[src/rtl/perf_latency_monitor_if.sv]
// perf_latency_monitor_if
//
// Bundles the observed per-channel handshakes together with the statistics
// control and readout signals of perf_latency_monitor.
//
// Signals:
//   req      [NCH]    per-channel request strobe (observed)
//   data_ok  [NCH]    per-channel completion strobe (observed)
//   enable            statistics gate
//   clear             synchronous clear of all statistics
//   rd_ch    [CH_W]   readout channel select
//   rd_sel   [2]      readout field: 0 total, 1 hit, 2 lat_sum, 3 lat_max
//   rd_data  [CNT_W]  registered readout value
//   busy     [NCH]    channel has an outstanding transaction
//
// Modports:
//   master  drives stimulus/control, observes rd_data and busy
//   slave   the monitor itself
interface perf_latency_monitor_if #(
    parameter int NCH   = 2,
    parameter int CNT_W = 32,
    parameter int CH_W  = (NCH > 1) ? $clog2(NCH) : 1
);
    logic [NCH-1:0]   req;
    logic [NCH-1:0]   data_ok;
    logic             enable;
    logic             clear;
    logic [CH_W-1:0]  rd_ch;
    logic [1:0]       rd_sel;
    logic [CNT_W-1:0] rd_data;
    logic [NCH-1:0]   busy;

    modport master (
        output req, data_ok, enable, clear, rd_ch, rd_sel,
        input  rd_data, busy
    );

    modport slave (
        input  req, data_ok, enable, clear, rd_ch, rd_sel,
        output rd_data, busy
    );
endinterface

[src/rtl/perf_latency_monitor.sv]
// perf_latency_monitor
//
// Passive multi-channel request-latency profiler. Each channel follows one
// req/data_ok handshake, measures the latency of every completed transaction
// and keeps saturating total, hit, latency-sum and latency-max statistics.
//
// Ports:
//   clk   clock
//   rst   synchronous active-high reset
//   bus   perf_latency_monitor_if.slave (req, data_ok, enable, clear,
//         rd_ch, rd_sel in; rd_data, busy out)
module perf_latency_monitor #(
    parameter int NCH       = 2,
    parameter int CNT_W     = 32,
    parameter int LAT_W     = 8,
    parameter int HIT_LIMIT = 3,
    parameter int CH_W      = (NCH > 1) ? $clog2(NCH) : 1
) (
    input logic clk,
    input logic rst,
    perf_latency_monitor_if.slave bus
);

    typedef enum logic {
        IDLE,
        WAIT
    } state_t;

    state_t           state   [NCH];
    logic [LAT_W-1:0] lat     [NCH];
    logic             counted [NCH];
    logic [CNT_W-1:0] total   [NCH];
    logic [CNT_W-1:0] hit     [NCH];
    logic [CNT_W-1:0] lat_sum [NCH];
    logic [LAT_W-1:0] lat_max [NCH];

    logic [LAT_W-1:0] lat_end [NCH];
    logic [CNT_W-1:0] rd_mux;
    logic [CNT_W-1:0] rd_data;

    function automatic logic [CNT_W-1:0] sat_inc(input logic [CNT_W-1:0] a);
        return (a == '1) ? a : a + 1'b1;
    endfunction

    function automatic logic [CNT_W-1:0] sat_add(input logic [CNT_W-1:0] a,
                                                 input logic [LAT_W-1:0] b);
        logic [CNT_W:0] s;
        s = {1'b0, a} + (CNT_W + 1)'(b);
        return s[CNT_W] ? '1 : s[CNT_W-1:0];
    endfunction

    // Latency reported at completion: the WAIT cycles counted so far plus the
    // completion cycle itself, held at the counter's ceiling.
    always_comb begin
        for (int c = 0; c < NCH; c++) begin
            lat_end[c] = (lat[c] == '1) ? lat[c] : lat[c] + 1'b1;
        end
    end

    // Readout mux; a channel index beyond NCH matches nothing and reads 0.
    always_comb begin
        rd_mux = '0;
        for (int c = 0; c < NCH; c++) begin
            if (int'(bus.rd_ch) == c) begin
                case (bus.rd_sel)
                    2'd0:    rd_mux = total[c];
                    2'd1:    rd_mux = hit[c];
                    2'd2:    rd_mux = lat_sum[c];
                    default: rd_mux = CNT_W'(lat_max[c]);
                endcase
            end
        end
    end

    // Per-channel FSM and statistics. The clear block sits last so that it
    // overrides every same-cycle update, including a fresh acceptance; it
    // also drops 'counted' so an in-flight transaction cannot add a hit
    // without its matching total.
    always_ff @(posedge clk) begin
        if (rst) begin
            rd_data <= '0;
            for (int c = 0; c < NCH; c++) begin
                state[c]   <= IDLE;
                lat[c]     <= '0;
                counted[c] <= 1'b0;
                total[c]   <= '0;
                hit[c]     <= '0;
                lat_sum[c] <= '0;
                lat_max[c] <= '0;
            end
        end else begin
            rd_data <= rd_mux;
            for (int c = 0; c < NCH; c++) begin
                case (state[c])
                    IDLE: begin
                        if (bus.req[c]) begin
                            if (bus.data_ok[c]) begin
                                // Zero-latency: always a hit, adds nothing to sum or max.
                                if (bus.enable) begin
                                    total[c] <= sat_inc(total[c]);
                                    hit[c]   <= sat_inc(hit[c]);
                                end
                            end else begin
                                state[c]   <= WAIT;
                                lat[c]     <= '0;
                                counted[c] <= bus.enable;
                                if (bus.enable) begin
                                    total[c] <= sat_inc(total[c]);
                                end
                            end
                        end
                    end
                    WAIT: begin
                        if (bus.data_ok[c]) begin
                            state[c] <= IDLE;
                            if (counted[c]) begin
                                lat_sum[c] <= sat_add(lat_sum[c], lat_end[c]);
                                if (int'(lat_end[c]) <= HIT_LIMIT) begin
                                    hit[c] <= sat_inc(hit[c]);
                                end
                                if (lat_end[c] > lat_max[c]) begin
                                    lat_max[c] <= lat_end[c];
                                end
                            end
                        end else if (lat[c] != '1) begin
                            lat[c] <= lat[c] + 1'b1;
                        end
                    end
                    default: state[c] <= IDLE;
                endcase

                if (bus.clear) begin
                    counted[c] <= 1'b0;
                    total[c]   <= '0;
                    hit[c]     <= '0;
                    lat_sum[c] <= '0;
                    lat_max[c] <= '0;
                end
            end
        end
    end

    assign bus.rd_data = rd_data;

    always_comb begin
        for (int c = 0; c < NCH; c++) begin
            bus.busy[c] = (state[c] == WAIT);
        end
    end

endmodule

[src/flat_wrapper.sv]
// flat-port wrapper written by rule: the top's interface ports become plain ports
module perf_latency_monitor_flat 
#(
    parameter int NCH       = 2,
    parameter int CNT_W     = 32,
    parameter int LAT_W     = 8,
    parameter int HIT_LIMIT = 3,
    parameter int CH_W      = (NCH > 1) ? $clog2(NCH) : 1
)
  (clk, rst, bus_req, bus_data_ok, bus_enable, bus_clear, bus_rd_ch, bus_rd_sel, bus_rd_data, bus_busy);
  perf_latency_monitor_if #(.NCH(NCH), .CNT_W(CNT_W), .CH_W(CH_W)) bus_i ();
  input logic clk;
  input logic rst;
  input wire logic [$bits(bus_i.req)-1:0] bus_req;
  input wire logic [$bits(bus_i.data_ok)-1:0] bus_data_ok;
  input wire logic [$bits(bus_i.enable)-1:0] bus_enable;
  input wire logic [$bits(bus_i.clear)-1:0] bus_clear;
  input wire logic [$bits(bus_i.rd_ch)-1:0] bus_rd_ch;
  input wire logic [$bits(bus_i.rd_sel)-1:0] bus_rd_sel;
  output wire logic [$bits(bus_i.rd_data)-1:0] bus_rd_data;
  output wire logic [$bits(bus_i.busy)-1:0] bus_busy;
  assign bus_i.req = bus_req;
  assign bus_i.data_ok = bus_data_ok;
  assign bus_i.enable = bus_enable;
  assign bus_i.clear = bus_clear;
  assign bus_i.rd_ch = bus_rd_ch;
  assign bus_i.rd_sel = bus_rd_sel;
  assign bus_rd_data = bus_i.rd_data;
  assign bus_busy = bus_i.busy;
  perf_latency_monitor #(.NCH(NCH), .CNT_W(CNT_W), .LAT_W(LAT_W), .HIT_LIMIT(HIT_LIMIT), .CH_W(CH_W)) u_core (.clk(clk), .rst(rst), .bus(bus_i));
endmodule
[config.mk]
export PLATFORM = sky130hd
export DESIGN_NAME = perf_latency_monitor_flat
export DESIGN_NICKNAME = d
export VERILOG_FILES = /design/src/rtl/perf_latency_monitor_if.sv /design/src/rtl/perf_latency_monitor.sv /design/src/flat_wrapper.sv
export SDC_FILE = /design/constraint.sdc
export NUM_CORES = 1
export LEC_CHECK = 0
export ABC_AREA = 1
export BUFFER_PORTS_ARGS = -buffer_cell sky130_fd_sc_hd__clkbuf_2
export CORE_MARGIN = 3
export CORE_UTILIZATION = 35
export DETAILED_ROUTE_END_ITERATION = 16
export HOLD_SLACK_MARGIN = 0.05
export PLACE_DENSITY = 0.59
export SYNTH_ARGS = -nofsm -noshare
export SYNTH_HDL_FRONTEND = slang
export SYNTH_SLANG_ARGS = --single-unit
[constraint.sdc]
create_clock -name clk -period 8.9 [get_ports clk]
set_clock_uncertainty 0.1 [all_clocks]
set_input_delay 0 -clock clk [delete_from_list [all_inputs] [get_ports clk]]
set_output_delay 0 -clock clk [all_outputs]
set_load 0.03 [all_outputs]
==> results of run 1 <==
-- through the flow --
step / instances / utilization
floorplan: 2249 / -
global placement: 2893 / 0.373
detailed placement: 2893 / 0.373
CTS: 2971 / 0.402
global route: 2971 / 0.402
finish: 2971 / 0.402
-- tightest hold or removal path: stages --
cell      delay (ns)
clkbuf_2        0.18
o21ai_0         0.27
nand3_1         0.10
o211ai_1        0.09
a21oi_1         0.12
-- registers in the layout, summed over array words and instances (netlist names) --
register	flops
u_core.hit	64
u_core.total	64
u_core.lat_max	16
u_core.lat	16
u_core.counted	2
u_core.bus.rd_data	32
u_core.state	2
u_core.lat_sum	64
-- worst paths after layout --
path	start	to	slack, ns	cells after the start
worst min register to register	u_core.lat_max[1][1]	u_core.lat_max[1][1]	0.37	2
worst min-delay path	bus_rd_sel[1]	u_core.bus.rd_data[0]	0.20	5
worst max-delay path	u_core.lat[1][1]	u_core.lat_sum[1][30]	4.11	19
worst max register to register	u_core.lat[1][1]	u_core.lat_sum[1][30]	4.11	19
-- layout by cell type (no fill, tap or decap), drive strengths merged, types with 8 or more instances in the layout --
master / Yosys / layout
o2111ai: 8 / 8
nand4: 38 / 38
nand2: 548 / 548
a211oi: 10 / 10
clkinv: 1 / 12
nor4: 26 / 26
nor2: 257 / 257
edfxtp: 186 / 186
inv: 301 / 303
xor2: 78 / 78
ha: 37 / 37
o211ai: 14 / 14
nand3: 128 / 128
clkbuf: 44 / 93
o21ai: 97 / 97
nor3: 128 / 128
or2: 12 / 12
xnor2: 29 / 29
dlygate4sd3: 0 / 16
a221oi: 43 / 43
dfxtp: 74 / 74
buf: 25 / 13
a21oi: 122 / 122
-- per-layer routing --
layer	vias to the layer above	GRT usage	share of wire
li1	7653	-	-
met1	7490	0.306	0.47
met2	605	0.309	0.42
met3	97	0.0402	0.085
met4	0	0.0662	0.026
met5	-	0	0
-- final cells by class --
cell class                 count  area (sq um)
fill                        4902         28800
clock buffer                  49          1160
tap                          656           821
timing repair buffer          73           478
multi-input combinational   1618          8630
clock inverter                13          70.1
sequential                   260          7070
inverter                     302          1130
-- logic make-up after synthesis --
kind of cell / synth area share
buffers and inverters: 0.0869
adder cells (fa/ha/maj): 0.0293
AND/OR/NAND/NOR: 0.303
XOR/XNOR: 0.0550
flip-flops: 0.412
AO/OA/AOI/OAI: 0.115
-- where the power goes --
part           leakage [nW]  total [W]  internal (W)  switching [W]
combinational          4.45   0.000383      0.000114       0.000270
sequential             2.62    0.00147       0.00139      0.0000851
clock                 0.623    0.00147      0.000909       0.000566
total                  7.69    0.00333       0.00241       0.000921
==> reports/qor.yml, run 1 <==
placement:
  pre_cts_slack_ns: 4.20
  dp_hpwl_um: 40800
  postPlaceCellArea_sq_um: 18000
  globalplace.congestion: 1.01
  portBuffers: 44
cells_and_area:
  n_antenna_cell: 0
  drive_gt1_frac: 0.0911
  area_growth_syn_to_layout_pct: 12.8
  fin_nets: 2339
  fin_area_sq_um: 19400
clocking:
  cts-root-buf: "clkbuf_16"
  cts_tree: "done"
  clkTransAtPathRegs_ns: 0.06
  hold_buffers: 16
  insertion_delay_ns: 0.55
  post_cts_buffers: 0
  cts_made_buffers: 34
  clockBufferDepth: 3
  htreeDepth: 2
  ctsResizeCount: 0
  cts.sinks: 260
sta:
  rsz0062_at_grt: "no"
  setup_tns_ns: 0
  fin_crit_ns: 4.79
  drv_slew: 0
  finalHoldViolCount: 0
  setup_viol: 0
  holdWs_ns: 0.202
  fin_ws_ns: 4.11
  tightestPinTransition_ns: 1.19
  fmax_ghz: 0.209
  relSlewSlack: 0.204
  timing.final.crit_share: 0.538
floorplanning:
  die_area_sq_um: 51800
  ios: 45
  die_w_um: 227
  coreArea_sq_um: 48100
  die_h_um: 227
  num_rows: 80
  initial_utilization: 0.357
yosys:
  synth_edf_count: 186
  synthArstFlopShare: 0
  yosysUniqueCellTypes: 57
  yosysTopAreaCellShare: 0.325
  synth.most_common_cell: "nand2_1"
  synthTopCellsByArea: "edfxtp_1 (33%), nand2_1 (12%), dfxtp_1 (8.6%)"
  yosysTopAreaCell: "edfxtp_1"
  syn_area_sq_um: 17200
  syn_nets: 2299
  synth_seq_cells: 260
  synth_top_flop_cell: "edfxtp_1"
  syn_avg_cell_area_sq_um: 7.64
  netlist_top_cells_count: "nand2_1 (533), inv_1 (296), nor2_1 (241)"
  yosysWarnings: 0
  ys_seq_area_frac: 0.412
  synthCells: 2249
route:
  viasPerCell: 5.33
  drt_wl_total_um: 54800
  drcViolationCount: 0
  ant_nets: 0
  via_count: 15800
  wl_per_cell_um: 18.4
  first_pass_iters: 5
  drt_iter0_drc: 1501
power_and_ir_drop:
  power_w: 0.00333
  leakagePower_nw: 7.69
  power_density_nw_per_um2: 172
  ir_worst_vdd_uv: 119
critical_path:
  start_kind: "flop"
  path_class: "reg -> reg"
  crit_arrival_ns: 5.15
  crit_buf_inv: 4
  cp_max_fo: 20
  critPathMostFrequentCell: "inv_1"
  end_kind: "flop"
  crit_slowest_cell: "nor2_1"
  worstPathRequired_ns: 9.26
  slowest_delay_ns: 0.88
  crit_family: "simple AND/OR/NAND/NOR gates"
  path_cells: "ha_1 > and3_1 > nand3_1 > nor2_1 > nand2_1 > xor2_1 > inv_1 > ha_1 > inv_1 > fa_1 > o21ai_1 > a31oi_1 > inv_1 > nand2_1 > nor2_1 > inv_1 > nand3_1 > nand2_1 > a21oi_1"
grt:
  antenna_found_initial: 0
  grt_pass1_wl_um: 84100
  grt_pass1_vias: 14600
  grt-ovfl-total: 0
  grt_max_degree: 54
  grt_usage: 0.209
status:
  status: "complete, no violations"
flow_run:
  cap_violations: 0
worst_hold_path:
  hp-class: "in -> reg"
(Power assumes the default switching activity.)
==> inputs of run 2 (changes only) <==
--- a/config.mk
+++ b/config.mk
@@ -11,7 +11,7 @@
 export CORE_UTILIZATION = 35
 export DETAILED_ROUTE_END_ITERATION = 16
 export HOLD_SLACK_MARGIN = 0.05
-export PLACE_DENSITY = 0.59
+export PLACE_DENSITY = 0.61
 export SYNTH_ARGS = -nofsm -noshare
 export SYNTH_HDL_FRONTEND = slang
 export SYNTH_SLANG_ARGS = --single-unit
==> constraint.sdc (replaced) <==
create_clock -name clk -period 4.2 [get_ports clk]
set_clock_uncertainty 0.1 [all_clocks]
set_input_delay 0 -clock clk [delete_from_list [all_inputs] [get_ports clk]]
set_output_delay 0 -clock clk [all_outputs]
set_load 0.03 [all_outputs]
==> run 2 against run 1 <==
Register-to-register slack got worse by 3.6 ns. Sequential share of layout area up 0.13 points. Combinational power rose by 110%. First-iteration DRC count rose by 10%. Maximum frequency rose by 30%. Design area down 0.36%. Hold slack better by 0.099 ns. Setup slack lost 3.6 ns.
==> reports/qor.yml, run 2 (synthesized netlist as in run 1, its figures left out) <==
grt:
  antenna_found_initial: 0  # unchanged
  grt_usage: 0.209  # about the same
  grt_pass1_wl_um: 85400  # was 84100 um
  grt_pass1_vias: 14700  # was 14.6k
  grt-ovfl-total: 0  # unchanged
  grt_max_degree: 55  # was 54
clocking:
  post_cts_buffers: 0  # unchanged
  ctsResizeCount: 0  # unchanged
  cts_made_buffers: 31  # was 34
  clkTransAtPathRegs_ns: 0.06  # about the same
  htreeDepth: 1  # was 2
  cts.sinks: 260  # unchanged
  insertion_delay_ns: 0.60  # was 0.55 ns
  hold_buffers: 14  # was 16
  clockBufferDepth: 3  # unchanged
  cts_tree: "done"  # unchanged
  cts-root-buf: "clkbuf_16"  # unchanged
power_and_ir_drop:
  leakagePower_nw: 7.66  # was 7.69 nW
  internal-power_w: 0.00496  # was 0.00241 W
  power_w: 0.00689  # was 0.00333 W
  comb_power_share: 0.119  # was 0.115
  netSwitchingFraction: 0.280  # was 0.277
  p_clk_frac: 0.427  # was 0.443
  p_switching_w: 0.00193  # was 0.000921 W
  ir_worst_vdd_uv: 295  # was 119 uV
  power_density_nw_per_um2: 357  # was 172 nW/um^2
  p_seq_frac: 0.454  # was 0.442
critical_path:
  end_kind: "flop"  # unchanged
  timing.rr.start: "u_core.lat[0][0]"  # was u_core.lat[1][1]
  path_class: "reg -> reg"  # unchanged
  path_cells: "ha_1 > nand3_1 > inv_1 > nand2_2 > inv_1 > o21ai_0 > ha_1 > nand3_1 > nand3_1 > nand2_1 > nand2_1 > nand2_1 > nand2_1 > nand3_1 > nand2_1 > nand2_1 > nand2_2 > nand3_1 > nand2_1 > nor2_1 > nor2_1"  # was ha_1 > and3_1 > nand3_1 > nor2_1 > nand2_1 > xor2_1 > inv_1 > ha_1 > inv_1 > fa_1 > o21ai_1 > a31oi_1 > inv_1 > nand2_1 > nor2_1 > inv_1 > nand3_1 > nand2_1 > a21oi_1
  cp_max_fo: 15  # was 20
  crit_arrival_ns: 3.89  # was 5.15 ns
  r2r-end: "u_core.lat_sum[0][27]"  # was u_core.lat_sum[1][30]
  r2r_slack_ns: 0.50  # was 4.11 ns
  rr_worst_depth: 21  # was 19
  crit_family: "simple AND/OR/NAND/NOR gates"  # unchanged
  worstPathRequired_ns: 4.40  # was 9.26 ns
  start_kind: "flop"  # unchanged
  crit_slowest_cell: "o21ai_0"  # was nor2_1
  critPathMostFrequentCell: "nand2_1"  # was inv_1
  crit_buf_inv: 2  # was 4
  slowest_delay_ns: 0.47  # was 0.88 ns
floorplanning:
  die_h_um: 227  # unchanged
  num_rows: 80  # unchanged
  die_w_um: 227  # unchanged
  initial_utilization: 0.357  # unchanged
  die_area_sq_um: 51800  # unchanged
  ios: 45  # unchanged
  coreArea_sq_um: 48100  # unchanged
cells_and_area:
  drive_gt1_frac: 0.0911  # about the same
  final_common_cell: "nand2_1"  # unchanged
  seqCellArea_sq_um: 7070  # unchanged
  fin_nets: 2341  # was 2339
  n_antenna_cell: 0  # unchanged
  nFillCells: 4933  # was 4902
  largestRegisters: "u_core.hit: 64 flops, u_core.lat_sum: 64 flops, u_core.total: 64 flops"  # unchanged
  area_growth_syn_to_layout_pct: 12.3  # was 12.8%
  final_cell_mix: "nand2_1 (533), inv_1 (296), nor2_1 (239)"  # unchanged
  fin_cells: 2972  # was 2971
  multi_input_area_sq_um: 8630  # unchanged
flow_run:
  cap_violations: 0  # unchanged
worst_hold_path:
  hold_start: "bus_rd_sel[1]"  # unchanged
  hold_depth: 5  # unchanged
  hp-class: "in -> reg"  # unchanged
  holdPathEnd: "u_core.bus.rd_data[30]"  # was u_core.bus.rd_data[0]
sta:
  tightestPinTransition_ns: 1.10  # was 1.19 ns
  drv_slew: 0  # unchanged
  timing.final.crit_share: 0.880  # was 0.538
  fin_ws_ns: 0.504  # was 4.11 ns
  finalHoldViolCount: 0  # unchanged
  rsz0062_at_grt: "no"  # unchanged
  setup_viol: 0  # unchanged
  fin_crit_ns: 3.70  # was 4.79 ns
  setup_tns_ns: 0  # unchanged
  fmax_ghz: 0.271  # was 0.209 GHz
  relSlewSlack: 0.269  # was 0.204
route:
  drt_wl_total_um: 55200  # was 54800 um
  first_pass_iters: 8  # was 5
  met2_length_um: 23300  # was 23000 um
  ant_nets: 0  # unchanged
  via_count: 15900  # was 15.8k
  drt_iter0_drc: 1656  # was 1501
  dr_wl_met3_um: 3860  # was 4640 um
  viasPerCell: 5.33  # about the same
  wl_per_cell_um: 18.6  # was 18.4 um
  highest_layer: "met4"  # unchanged
  wl_met1_um: 26800  # was 25700 um
  drcViolationCount: 0  # unchanged
status:
  status: "complete, no violations"  # unchanged
placement:
  dp_hpwl_um: 41400  # was 40800 um
  portBuffers: 44  # unchanged
  pre_cts_slack_ns: 0.532  # was 4.20 ns
  dp_cells: 2900  # was 2893
  globalplace.congestion: 0.959  # was 1.01
[run 2: changes by cell type in the layout (fill, tap and decap cells not counted), sizes merged]
cell / delta
buf: +7
bufinv: +3
clkbuf: -8
dlygate4sd3: -2
inv: +1
[run 2: cell type report]
| cell class | count | area share |
|---|---|---|
| Clock inverter | 17 | 0.00908 |
| Multi-Input combinational cell | 1618 | 0.448 |
| Sequential cell | 260 | 0.366 |
| Tap cell | 656 | 0.0425 |
| Inverter | 302 | 0.0588 |
| Timing Repair Buffer | 78 | 0.0265 |
| Clock buffer | 41 | 0.0493 |
[run 2: layer usage]
metal  global-route usage  vias to the layer above
met3               0.0218                       85
met1                0.322                     7475
met5                    0                        -
met4               0.0482                        0
met2                0.316                      635
li1                     -                     7656
[run 2: worst min-delay path, stage by stage]
cell and delay, ns:
clkbuf_2 0.21, nor2_2 0.06, buf_4 0.26, a211oi_1 0.28
nor3_1 0.09
[run 2: how the worst max path moves through the flow]
stage,cells after the start,endpoint,startpoint,slack [ns]
2_1_floorplan,18,u_core.lat_sum[0][10],u_core.lat[0][0],0.90
4_1_cts,16,u_core.lat_sum[0][26],u_core.lat[0][0],0.52
3_5_place_dp,19,u_core.lat_sum[1][30],u_core.lat[1][0],0.53
6_report,21,u_core.lat_sum[0][27],u_core.lat[0][0],0.50
5_1_grt,21,u_core.lat_sum[0][27],u_core.lat[0][0],0.05
3_3_place_gp,16,u_core.lat_sum[0][15],u_core.lat[0][0],0.64
[run 2: stage by stage]
step	instance area [sq um]	util	hold WS, ns
floorplan	17200	-	0.00142
global placement	18000	0.374	0.132
detailed placement	18000	0.374	0.134
CTS	19300	0.401	0.273
global route	19300	0.401	0.333
finish	19300	0.401	0.301
[run 2: power by group through the flow]
stage                     sequential [W]  clock [W]  combinational [W]
after floorplan                  0.00313          0           0.000547
after detailed placement         0.00317          0           0.000798
after CTS                        0.00312    0.00300           0.000815
after global routing             0.00314    0.00309           0.000909
final                            0.00313    0.00294           0.000819
after global placement           0.00317          0           0.000790
==> inputs of run 3 (changes only) <==
--- a/config.mk
+++ b/config.mk
@@ -6,7 +6,7 @@
 export NUM_CORES = 1
 export LEC_CHECK = 0
 export ABC_AREA = 1
-export BUFFER_PORTS_ARGS = -buffer_cell sky130_fd_sc_hd__clkbuf_2
+export BUFFER_PORTS_ARGS = -buffer_cell sky130_fd_sc_hd__buf_4
 export CORE_MARGIN = 3
 export CORE_UTILIZATION = 35
 export DETAILED_ROUTE_END_ITERATION = 16
==> run 3 against run 2 <==
First-iteration DRC count increased by 22%. Register-to-register slack worse by 0.03 ns. Setup slack got worse by 0.032 ns. Maximum frequency fell by 0.86%. Clock power rose by 8.5%. Design area grew 1.2%. Die area is the same. Non-clock buffer count fell by 1. Hold slack got worse by 0.038 ns. Critical path depth decreased by 2. Routed wire length grew 1.1%. Sequential cell count stayed put. Largest cell class unchanged.
==> reports/qor.yml, run 3 (synthesized netlist as in run 1, its figures left out) <==
sta:
  relSlewSlack: 0.254  # was 0.269
  fmax_ghz: 0.268  # was 0.271 GHz
  tightestPinTransition_ns: 1.12  # was 1.10 ns
  drv_slew: 0  # unchanged
  timing.final.crit_share: 0.888  # was 0.880
  fin_crit_ns: 3.73  # was 3.70 ns
  setup_tns_ns: 0  # unchanged
  setup_viol: 0  # unchanged
  holdWs_ns: 0.263  # was 0.301 ns
  finalHoldViolCount: 0  # unchanged
  rsz0062_at_grt: "no"  # unchanged
clocking:
  cts_made_buffers: 34  # was 31
  cts_tree: "done"  # unchanged
  clkTransAtPathRegs_ns: 0.06  # about the same
  insertion_delay_ns: 0.55  # was 0.60 ns
  htreeDepth: 2  # was 1
  clockBufferDepth: 3  # unchanged
  cts.sinks: 260  # unchanged
  cts-root-buf: "clkbuf_16"  # unchanged
  ctsResizeCount: 0  # unchanged
route:
  viasPerCell: 5.37  # was 5.33
  first_pass_iters: 6  # was 8
  via_count: 16000  # was 15.9k
  drcViolationCount: 0  # unchanged
  ant_nets: 0  # unchanged
  drt_iter0_drc: 2028  # was 1656
  drt_wl_total_um: 55800  # was 55200 um
  wl_per_cell_um: 18.7  # was 18.6 um
floorplanning:
  coreArea_sq_um: 48100  # unchanged
  num_rows: 80  # unchanged
  initial_utilization: 0.357  # unchanged
  die_h_um: 227  # unchanged
  die_area_sq_um: 51800  # unchanged
  ios: 45  # unchanged
  die_w_um: 227  # unchanged
flow_run:
  cap_violations: 0  # unchanged
power_and_ir_drop:
  p_seq_frac: 0.437  # was 0.454
  comb_power_share: 0.117  # was 0.119
  power_density_nw_per_um2: 367  # was 357 nW/um^2
  p_switching_w: 0.00199  # was 0.00193 W
  power_w: 0.00715  # was 0.00689 W
  netSwitchingFraction: 0.278  # was 0.280
  p_clk_frac: 0.446  # was 0.427
  internal-power_w: 0.00517  # was 0.00496 W
  leakagePower_nw: 7.74  # was 7.66 nW
  ir_worst_vdd_uv: 232  # was 295 uV
critical_path:
  cp_max_fo: 12  # was 15
  start_kind: "flop"  # unchanged
  worstPathRequired_ns: 4.58  # was 4.40 ns
  path_class: "reg -> reg"  # unchanged
  end_kind: "flop"  # unchanged
  r2r_slack_ns: 0.47  # was 0.50 ns
  crit_arrival_ns: 4.11  # was 3.89 ns
placement:
  dp_hpwl_um: 41300  # was 41400 um
  portBuffers: 44  # unchanged
  postPlaceCellArea_sq_um: 18100  # was 18000 sq um
  globalplace.congestion: 0.944  # was 0.959
cells_and_area:
  nFillCells: 4917  # was 4933
  final_common_cell: "nand2_1"  # unchanged
  largestRegisters: "u_core.hit: 64 flops, u_core.lat_sum: 64 flops, u_core.total: 64 flops"  # unchanged
  fin_nets: 2343  # was 2341
  drive_gt1_frac: 0.0927  # was 0.0911
  final_cell_mix: "nand2_1 (533), inv_1 (296), nor2_1 (239)"  # unchanged
  area_growth_syn_to_layout_pct: 13.7  # was 12.3%
  seqCellArea_sq_um: 7070  # unchanged
  multi_input_area_sq_um: 8630  # unchanged
  fin_area_sq_um: 19500  # was 19300 sq um
status:
  status: "complete, no violations"  # unchanged
grt:
  grt-ovfl-total: 0  # unchanged
  antenna_found_initial: 3  # was 0
  grt_max_degree: 55  # unchanged
  grt_pass1_vias: 14800  # was 14.7k
  grt_usage: 0.214  # was 0.209
  grt_pass1_wl_um: 86100  # was 85400 um
worst_hold_path:
  hp-class: "in -> reg"  # unchanged
==> run 3: changes by cell type in the layout (fill, tap and decap cells not counted), sizes merged <==
cell,change
inv,-3
clkbuf,-38
dlygate4sd3,+1
diode,+2
clkinvlp,+1
buf,+42
==> run 3: power groups by stage <==
stage	clock (W)	sequential, W	combinational [W]
after floorplan	0	0.00313	0.000547
after global placement	0	0.00317	0.000802
after detailed placement	0	0.00317	0.000813
after CTS	0.00325	0.00312	0.000830
after global routing	0.00332	0.00314	0.000924
final	0.00319	0.00313	0.000834
==> run 3: metal layers <==
layer / vias to the layer above / part of all wire / global-route usage / wire [um]
li1: 7659 / - / - / -
met1: 7558 / 0.47 / 0.319 / 26200
met2: 661 / 0.41 / 0.308 / 23000
met3: 103 / 0.085 / 0.0410 / 4740
met4: 2 / 0.033 / 0.0769 / 1820
met5: - / 0.00013 / 0 / 7
==> run 3: worst paths after layout <==
check,startpoint,endpoint,depth (start not counted)
worst min register to register,u_core.lat_max[1][6],u_core.lat_max[1][6],2
worst min-delay path,bus_rd_sel[1],u_core.bus.rd_data[30],5
worst max register to register,u_core.lat[1][1],u_core.lat_sum[1][30],19
worst max-delay path,u_core.lat[1][1],u_core.lat_sum[1][30],19
==> run 3: critical path, cell delays in order, from the launching register on <==
cell,delay [ns]
edfxtp_1,0.38
ha_1,0.19
and3_1,0.20
nand3_1,0.11
nor2_1,0.10
nand2_1,0.17
xor2_1,0.21
inv_1,0.10
ha_1,0.16
inv_1,0.06
fa_1,0.40
o21ai_1,0.34
a31oi_1,0.22
inv_1,0.09
nand2_1,0.05
nor2_1,0.16
inv_1,0.25
nand3_1,0.17
nand2_1,0.07
a21oi_1,0.13
==> run 3: area by class of cell <==
type,count,share of cell area
Clock inverter,15,0.00898
Sequential cell,260,0.362
Timing Repair Buffer,77,0.0315
Clock buffer,47,0.0546
Antenna cell,2,0.000256
Inverter,302,0.0581
Multi-Input combinational cell,1618,0.442
Tap cell,656,0.0421
==> run 3: what timing repair did <==
action	4_1_cts	5_1_grt
endpoints found under the hold margin	36	0
setup buffers	0	0
hold buffers	15	0
==> run 3: per-stage QoR <==
step / util / std cells / worst slack, ns
after floorplan: - / 2249 / 0.903
after global placement: 0.376 / 2898 / 0.647
after detailed placement: 0.376 / 2898 / 0.523
after CTS: 0.405 / 2975 / 0.487
after global routing: 0.405 / 2975 / 0.0755
final: 0.405 / 2977 / 0.472
